===== src/rtl/random_gen_if.sv =====
// Valid/ready stream carrying the throttled random word from random_gen to its consumer.
interface random_gen_if #(
    parameter int OUT_W = 4
);
    logic [OUT_W-1:0] rnd;
    logic             rnd_valid;
    logic             rnd_ready;

    modport master (output rnd, output rnd_valid, input rnd_ready);
    modport slave  (input rnd, input rnd_valid, output rnd_ready);
endinterface


===== src/rtl/random_gen.sv =====
// Galois-LFSR random source with an enable-gated sample divider, runtime reseed and a
// valid/ready output word; a word arriving while the previous one is unaccepted is dropped.
module random_gen #(
    parameter int               WIDTH = 16,
    parameter logic [WIDTH-1:0] TAPS  = WIDTH'(16'hB400),
    parameter logic [WIDTH-1:0] SEED  = WIDTH'(1),
    parameter int               OUT_W = 4,
    parameter int               DIV   = 16777216
) (
    input  logic             clk,
    input  logic             rst,
    input  logic             en,
    input  logic             seed_load,
    input  logic [WIDTH-1:0] seed_in,
    random_gen_if.master     rnd_bus,
    output logic             overrun
);
    localparam int            CW      = ($clog2(DIV) < 1) ? 1 : $clog2(DIV);
    localparam logic [CW-1:0] CNT_MAX = CW'(DIV - 1);

    logic [WIDTH-1:0] s_reg;
    logic [WIDTH-1:0] s_next;
    logic [CW-1:0]    cnt_reg;
    logic [OUT_W-1:0] rnd_reg;
    logic             valid_reg;
    logic             overrun_reg;
    logic             tick;

    // One Galois right-shift step: bit i takes bit i+1, XORed with the tap when the LSB is set.
    genvar gi;
    generate
        for (gi = 0; gi < WIDTH; gi++) begin : g_step
            if (gi == WIDTH - 1) begin : g_top
                assign s_next[gi] = TAPS[gi] & s_reg[0];
            end else begin : g_mid
                assign s_next[gi] = s_reg[gi + 1] ^ (TAPS[gi] & s_reg[0]);
            end
        end
    endgenerate

    assign tick = en && !seed_load && (cnt_reg == CNT_MAX);

    always_ff @(posedge clk or negedge rst) begin
        if (!rst) begin
            s_reg       <= SEED;
            cnt_reg     <= '0;
            rnd_reg     <= '0;
            valid_reg   <= 1'b0;
            overrun_reg <= 1'b0;
        end else if (seed_load) begin
            // A zero seed would lock the LFSR, so it is replaced by SEED.
            s_reg       <= (seed_in != '0) ? seed_in : SEED;
            cnt_reg     <= '0;
            valid_reg   <= 1'b0;
            overrun_reg <= 1'b0;
        end else begin
            if (en) begin
                s_reg   <= s_next;
                cnt_reg <= tick ? '0 : cnt_reg + 1'b1;
            end
            if (tick) begin
                if (!valid_reg || rnd_bus.rnd_ready) begin
                    rnd_reg   <= s_reg[OUT_W-1:0];
                    valid_reg <= 1'b1;
                end else begin
                    overrun_reg <= 1'b1;
                end
            end else if (valid_reg && rnd_bus.rnd_ready) begin
                valid_reg <= 1'b0;
            end
        end
    end

    assign rnd_bus.rnd       = rnd_reg;
    assign rnd_bus.rnd_valid = valid_reg;
    assign overrun           = overrun_reg;
endmodule

===== src/flat_wrapper.sv =====
// flat-port wrapper written by rule: the top's interface ports become plain ports
module random_gen_flat 
#(
    parameter int               WIDTH = 16,
    parameter logic [WIDTH-1:0] TAPS  = WIDTH'(16'hB400),
    parameter logic [WIDTH-1:0] SEED  = WIDTH'(1),
    parameter int               OUT_W = 4,
    parameter int               DIV   = 16777216
)
  (clk, rst, en, seed_load, seed_in, overrun, rnd_bus_rnd, rnd_bus_rnd_valid, rnd_bus_rnd_ready);
  random_gen_if #(.OUT_W(OUT_W)) rnd_bus_i ();
  input  logic clk;
  input  logic rst;
  input  logic en;
  input  logic seed_load;
  input  logic [WIDTH-1:0] seed_in;
  output logic overrun;
  output wire logic [$bits(rnd_bus_i.rnd)-1:0] rnd_bus_rnd;
  output wire logic [$bits(rnd_bus_i.rnd_valid)-1:0] rnd_bus_rnd_valid;
  input wire logic [$bits(rnd_bus_i.rnd_ready)-1:0] rnd_bus_rnd_ready;
  assign rnd_bus_rnd = rnd_bus_i.rnd;
  assign rnd_bus_rnd_valid = rnd_bus_i.rnd_valid;
  assign rnd_bus_i.rnd_ready = rnd_bus_rnd_ready;
  random_gen #(.WIDTH(WIDTH), .TAPS(TAPS), .SEED(SEED), .OUT_W(OUT_W), .DIV(DIV)) u_core (.clk(clk), .rst(rst), .en(en), .seed_load(seed_load), .seed_in(seed_in), .rnd_bus(rnd_bus_i), .overrun(overrun));
endmodule

===== config.mk =====
export PLATFORM = sky130hd
export DESIGN_NAME = random_gen_flat
export DESIGN_NICKNAME = d
export VERILOG_FILES = /design/src/rtl/random_gen_if.sv /design/src/rtl/random_gen.sv /design/src/flat_wrapper.sv
export SDC_FILE = /design/constraint.sdc
export NUM_CORES = 1
export LEC_CHECK = 0
export BUFFER_PORTS_ARGS = -buffer_cell sky130_fd_sc_hd__buf_2
export CAP_MARGIN = 20
export CORE_AREA = 4 4 60 90
export DETAILED_ROUTE_END_ITERATION = 12
export DIE_AREA = 0 0 64 94
export GPL_TIMING_DRIVEN = 0
export PLACE_DENSITY = 0.74
export SYNTH_ARGS = -nofsm -noshare
export SYNTH_HDL_FRONTEND = slang
export SYNTH_SLANG_ARGS = --single-unit

===== constraint.sdc =====
create_clock -name clk -period 2.3 [get_ports clk]
set_clock_uncertainty 0.15 [all_clocks]
set_input_delay 0.23 -clock clk [delete_from_list [all_inputs] [get_ports clk]]
set_output_delay 0.23 -clock clk [all_outputs]
set_load 0.05 [all_outputs]

==> results of run 1 <==
## placed cells by master (no fill, tap or decap), types with 3 or more instances in the layout
cell,instances
a21oi_1,12
inv_1,3
clkbuf_1,11
nand4_1,6
dfrtp_1,43
nor3_1,7
nand2b_1,4
or4_1,4
xnor2_1,13
nor2_1,15
mux2i_1,12
buf_4,22
or3_1,4
nor2b_1,3
buf_2,25
mux2_4,4
nand2_1,28
o21ai_0,25
o31ai_1,3
nor4_1,7
nand3_1,5
clkbuf_8,5
## path summary, 6_finish.rpt
path | slack, ns | depth (start not counted) | startpoint | to
max reg2reg | 0.04 | 4 | u_core.cnt_reg[4]$_DFFE_PN0P_ | u_core.rnd_bus.rnd[2]$_DFFE_PN0P_
min in group asynchronous | 0.16 | 2 | rst | u_core.rnd_bus.rnd[1]$_DFFE_PN0P_
min reg2reg | 0.36 | 1 | u_core.rnd_bus.rnd[3]$_DFFE_PN0P_ | u_core.rnd_bus.rnd[3]$_DFFE_PN0P_
max in group asynchronous | 1.32 | 3 | rst | u_core.s_reg[0]$_DFFE_PN1P_
min | 0.003 | 3 | seed_in[6] | u_core.s_reg[6]$_DFFE_PN0P_
max | 0.04 | 4 | u_core.cnt_reg[4]$_DFFE_PN0P_ | u_core.rnd_bus.rnd[2]$_DFFE_PN0P_
## power groups by stage
stage | clock [mW] | combinational (mW) | sequential [mW]
detailed placement | 0 | 0.142 | 0.878
floorplan | 0 | 0.0851 | 0.873
global route | 0.639 | 0.173 | 0.867
global placement | 0 | 0.139 | 0.877
finish | 0.594 | 0.152 | 0.862
CTS | 0.614 | 0.150 | 0.861
## metal layers
layer / vias to the layer above / wire length, microns
li1: 974 / -
met1: 986 / 2180
met2: 60 / 2750
met3: 20 / 209
met4: 0 / 166
met5: - / 0
## tightest hold or removal path, delay by kind of cell
family | cells | cell delay, ns
buf+inv | 1 | 0.09
simple gates | 1 | 0.04
compound gates | 1 | 0.06
## logic make-up after synthesis
kind of cell	count (synthesis)	share of synthesized area, %
simple gates	93	21.1
compound gates	52	13.1
flops	46	48.9
buf+inv	18	3.24
mux	16	7.64
xor+xnor	15	5.57
fa+ha+maj	1	0.531
## metrics by stage
stage	power (mW)	cells	utilization, %
3_3_place_gp	1.02	332	54.7
2_1_floorplan	0.958	241	-
3_5_place_dp	1.02	332	54.7
5_1_grt	1.68	363	61.6
6_report	1.61	363	61.6
4_1_cts	1.62	359	60.2
## final cells by class
cell class                      instances  area (sq um)
Buffer                                 13          50.0
Fill cell                             391          1800
Timing Repair Buffer                   50           330
Clock inverter                          2          37.5
Tap cell                               66          82.6
Multi-Input combinational cell        177          1150
Sequential cell                        46          1150
Clock buffer                            6          72.6
Inverter                                3          11.3
## repair_timing
item,4_1_cts,5_1_grt
resized for setup,2,3
buffers inserted,18,4
hold endpoints to repair,46,0
hold buffers,2,0
pin swaps,4,1
setup endpoints to repair,24,24
==> flow_metrics.py, run 1 <==
metrics = {
    "sta": {
        "drv_slew": 0,
        "fin_setup_tns_ns": 0,
        "rsz0062_at_grt": "true",
        "slew-limit-headroom_pct": 38.2,
        "hold_violations": 0,
        "setup_viol": 0,
        "min_period_ns": 2.26,
        "setup_slack_ns": 0.0378,
        "fin_hold_ws_ns": 0.00326,
        "period_share_pct": 98.4,
        "fmax_mhz": 442,
        "worst_pin_slew_ns": 0.926,
    },
    "floorplanning": {
        "initial_core_util_pct": 50.2,
        "rows": 31,
        "core-area_sq_mm": 0.00469,
        "die_width_microns": 64,
        "die-area_sq_mm": 0.00602,
        "die_y_microns": 94,
        "io_pins": 27,
    },
    "grt": {
        "grt_pass1_vias": 2108,
        "met3_usage_pct": 3.23,
        "grt_usage_pct": 18.7,
        "gr-usage-met1_pct": 19.6,
        "grt_use_met2_pct": 34.3,
        "grt_pass1_wl_microns": 8910,
        "grt_max_degree": 47,
        "antenna_found_initial": 0,
        "grt_overflow": 0,
        "grt.busiest_layer": "met2",
    },
    "placement": {
        "gp_congestion": 0.826,
        "postPlaceCellArea_sq_mm": 0.00257,
        "preCtsSetupSlack_ns": -0.199,
        "port_buffers": 25,
        "dp_hpwl_microns": 3470,
    },
    "route": {
        "totalWireLength_microns": 5310,
        "wl_per_cell_microns": 14.6,
        "first_iter_violations": 84,
        "vias": 2040,
        "first_pass_iters": 5,
        "drtAntennaViolNets": 0,
        "drcViolationCount": 0,
        "via_per_inst": 5.62,
    },
    "worst_setup_path": {
        "cp-end-kind": "register",
        "crit_fanout": 7,
        "path_buf_inv": 0,
        "crit_type": "reg -> reg",
        "cp_top_family": "simple AND/OR/NAND/NOR gates",
        "worst_path_max_delay_cell": "or4_4",
        "crit_chain": "nand3_4 -> or4_4 -> or4b_4 -> mux2_4",
        "critPathLaunchType": "register",
        "slowest_delay_ns": 0.60,
        "crit_arrival_ns": 2.31,
        "crit_required_ns": 2.35,
    },
    "synth": {
        "synth.area.top_cells": "dfrtp_1, o21ai_0, mux2i_1, xnor2_1, nand2_1",
        "postSynthAreaPerCell_sq_um": 9.78,
        "yosys_warnings": 0,
        "synth_edf_count": 0,
        "ys_types": 42,
        "syn_nets": 263,
        "yosysTopAreaCell": "dfrtp_1",
        "synth-seq-cells": 46,
        "synth.most_common_cell": "dfrtp_1",
        "syn_inst": 241,
        "async_reset_ff_share_pct": 100,
        "ys.flop_type": "dfrtp_1",
        "syn_area_sq_mm": 0.00236,
        "seq_area_frac_synth_pct": 48.9,
        "ys_top_cells_by_count": "dfrtp_1, nand2_1, o21ai_0",
        "yosysTopAreaCellShare_pct": 47.8,
    },
    "worst_hold_path": {
        "hold_class": "in -> reg",
    },
    "clock_tree": {
        "clockBufferDepth": 2,
        "cts_num_sinks": 46,
        "cts_tree": "done",
        "htreeDepth": 2,
        "clockRootBuffer": "clkbuf_8",
        "clock_latency_ns": 0.30,
        "clkTransAtPathRegs_ns": 0.09,
        "cts_buffers": 5,
    },
    "cells_and_area": {
        "final_nets": 318,
        "antenna_cells": 0,
        "design_area_sq_mm": 0.00289,
        "largest_reg_flops": 24,
        "area_growth_syn_to_layout_pct": 22.6,
        "drive_above_1_share_pct": 24.6,
    },
    "pwr": {
        "net-switching-power_mw": 0.376,
        "ir_worst_vdd_mv": 0.590,
        "p_comb_share_pct": 9.5,
        "power_density_mw_per_mm2": 557,
        "p_leak_nw": 1.21,
        "p_int_mw": 1.23,
        "clock_power_share_pct": 37.0,
        "sw_frac_of_total_pct": 23.4,
        "pwr-share-seq_pct": 53.6,
    },
    "run": {
        "cap_violations": 0,
    },
    "outcome": {
        "status": "complete, no violations",
    },
}
Power figures use the tool's default switching activity.
==> inputs of run 2 (changes only) <==
- PLACE_DENSITY: 0.74 -> 0.81
==> run 2 against run 1 <==
Against the previous run:
- the flow now finishes with violations (negative setup slack)
- clock-buffer cell count unchanged
- non-clock buffer count increased by 2
- die area stayed put
- global-route usage increased by 0.55 points
- utilization grew 0.77 points
- sequential share of layout area is 0.54 points lower
- critical path depth increased by 1
- largest power group unchanged
==> flow_metrics.py, run 2 (synthesis results as in run 1) <==
metrics = {
    "route": {
        "drtAntennaViolNets": 0,
        "drcViolationCount": 0,
        "via_per_inst": 5.65,
        "first_iter_violations": 92,
        "vias": 2063,
        "wl_per_cell_microns": 15.6,
        "first_pass_iters": 4,
        "totalWireLength_microns": 5680,
    },
    "grt": {
        "grt_pass1_wl_microns": 9080,
        "grt_overflow": 0,
        "grt_max_degree": 47,
        "grt_pass1_vias": 2036,
        "antenna_found_initial": 0,
        "grt_usage_pct": 19.3,
    },
    "floorplanning": {
        "die_width_microns": 64,
        "core-area_sq_mm": 0.00469,
        "rows": 31,
        "initial_core_util_pct": 50.2,
        "io_pins": 27,
        "die-area_sq_mm": 0.00602,
        "die_y_microns": 94,
    },
    "cells_and_area": {
        "largest_reg_flops": 24,
        "area_growth_syn_to_layout_pct": 24.1,
        "drive_above_1_share_pct": 25.1,
        "antenna_cells": 0,
        "n_fill_cell": 377,
        "final_common_cell": "dfrtp_1",
        "final_nets": 320,
        "final_util_pct": 62.3,
        "layout_common_cells": "dfrtp_1, nand2_1, o21ai_0, buf_2, buf_4",
    },
    "pwr": {
        "p_leak_nw": 1.25,
        "ir_worst_vdd_mv": 0.332,
        "power_density_mw_per_mm2": 599,
    },
    "outcome": {
        "status": "complete, but fails checks",
        "violations": "negative setup slack",
    },
    "clock_tree": {
        "cts_num_sinks": 46,
        "cts_tree": "done",
        "cts_buffers": 5,
        "htreeDepth": 2,
        "clkTransAtPathRegs_ns": 0.09,
        "clock_latency_ns": 0.30,
        "clockRootBuffer": "clkbuf_8",
        "clockBufferDepth": 2,
    },
    "sta": {
        "slew-limit-headroom_pct": 39.8,
        "fin_setup_tns_ns": -0.0878,
        "hold_violations": 0,
        "period_share_pct": 101,
        "min_period_ns": 2.33,
        "setup_viol": 4,
        "worst_pin_slew_ns": 0.902,
        "drv_slew": 0,
        "fmax_mhz": 429,
        "setup_slack_ns": -0.0294,
        "rsz0062_at_grt": "true",
        "fin_hold_ws_ns": 0.0119,
    },
    "worst_setup_path": {
        "critPathLaunchType": "register",
        "crit_arrival_ns": 2.37,
        "cp-end-kind": "register",
        "slowest_delay_ns": 0.56,
        "crit_chain": "ha_2 -> nand4_1 -> or4_4 -> or4b_4 -> mux2_4",
        "worst_path_max_delay_cell": "or4b_4",
        "crit_type": "reg -> reg",
        "crit_required_ns": 2.34,
        "crit_fanout": 6,
    },
    "placement": {
        "gp_congestion": 0.846,
        "port_buffers": 25,
        "dp_hpwl_microns": 3750,
    },
    "run": {
        "cap_violations": 0,
    },
    "worst_hold_path": {
        "hold_class": "in -> reg",
    },
}
[run 2: changes by cell type in the layout (fill, tap and decap cells not counted)]
| cell | before | now |
|---|---|---|
| buf_4 | 22 | 24 |
| bufinv_16 | 1 | 2 |
| clkbuf_1 | 11 | 10 |
| clkbuf_8 | 5 | 6 |
| clkinvlp_4 | 1 | 0 |
| dfrtp_1 | 43 | 44 |
| dfrtp_2 | 2 | 1 |
| ha_2 | 0 | 1 |
| ha_4 | 1 | 0 |
[run 2: timing repair]
| action | 4_1_cts | 5_1_grt |
|---|---|---|
| hold buffers | 2 | 0 |
| endpoints found under the setup margin | 11 | 5 |
| hold endpoints to repair | 46 | 0 |
| buffers inserted | 18 | 6 |
| pin swaps | 7 | 0 |
| gates resized for setup | 2 | 1 |
[run 2: final timing paths]
kind                       slack, ns                           endpoint  depth (start not counted)                     startpoint
max reg2reg                    -0.03  u_core.rnd_bus.rnd[1]$_DFFE_PN0P_                          5  u_core.cnt_reg[0]$_DFFE_PN0P_
min reg2reg                     0.37         u_core.overrun$_DFFE_PN0P_                          1     u_core.overrun$_DFFE_PN0P_
min in group asynchronous       0.17  u_core.rnd_bus.rnd[0]$_DFFE_PN0P_                          2                            rst
max in group asynchronous       1.31        u_core.s_reg[0]$_DFFE_PN1P_                          3                            rst
max                            -0.03  u_core.rnd_bus.rnd[1]$_DFFE_PN0P_                          5  u_core.cnt_reg[0]$_DFFE_PN0P_
min                             0.01        u_core.s_reg[4]$_DFFE_PN0P_                          3                     seed_in[4]
[run 2: cell type report]
cell class,instances,area [sq um],share of cell area (%)
well taps,66,82.6,2.82
plain buffers,13,50.0,1.71
inverters,3,11.3,0.385
repair buffers,52,345,11.8
multi-input cells,177,1140,39.0
clock buffers,6,82.6,2.82
clock inverters,2,60.1,2.05
flip-flops and latches,46,1150,39.4
[run 2: worst max-delay path: cells and delay by family (launching register included)]
family / cells / cell delay (ns)
mux: 1 / 0.33
simple gates: 3 / 1.15
fa+ha+maj: 1 / 0.22
flops: 1 / 0.38
[run 2: routing by layer]
layer  wire length (microns)  vias to the layer above  GRT usage, %
li1                        -                      986             -
met1                    2210                     1001          20.2
met2                    3140                       62          36.5
met3                     211                       14          3.47
met4                     121                        0          8.29
met5                       0                        -             0
[run 2: through the flow]
step / power, mW / std cells / instance area [sq um] / setup WS, ns
4_1_cts: 1.75 / 359 / 2870 / -0.00320
6_report: 1.75 / 365 / 2930 / -0.0294
5_1_grt: 1.82 / 365 / 2930 / -0.0624
3_5_place_dp: 1.02 / 332 / 2570 / -0.187
2_1_floorplan: 0.958 / 241 / 2360 / -0.0252
3_3_place_gp: 1.01 / 332 / 2570 / -0.159
[run 2: where the power goes]
| group | internal, mW | switching (mW) | total (mW) |
|---|---|---|---|
| clock network | 0.463 | 0.268 | 0.731 |
| registers | 0.842 | 0.0207 | 0.862 |
| logic | 0.0686 | 0.0889 | 0.157 |
| total | 1.37 | 0.377 | 1.75 |
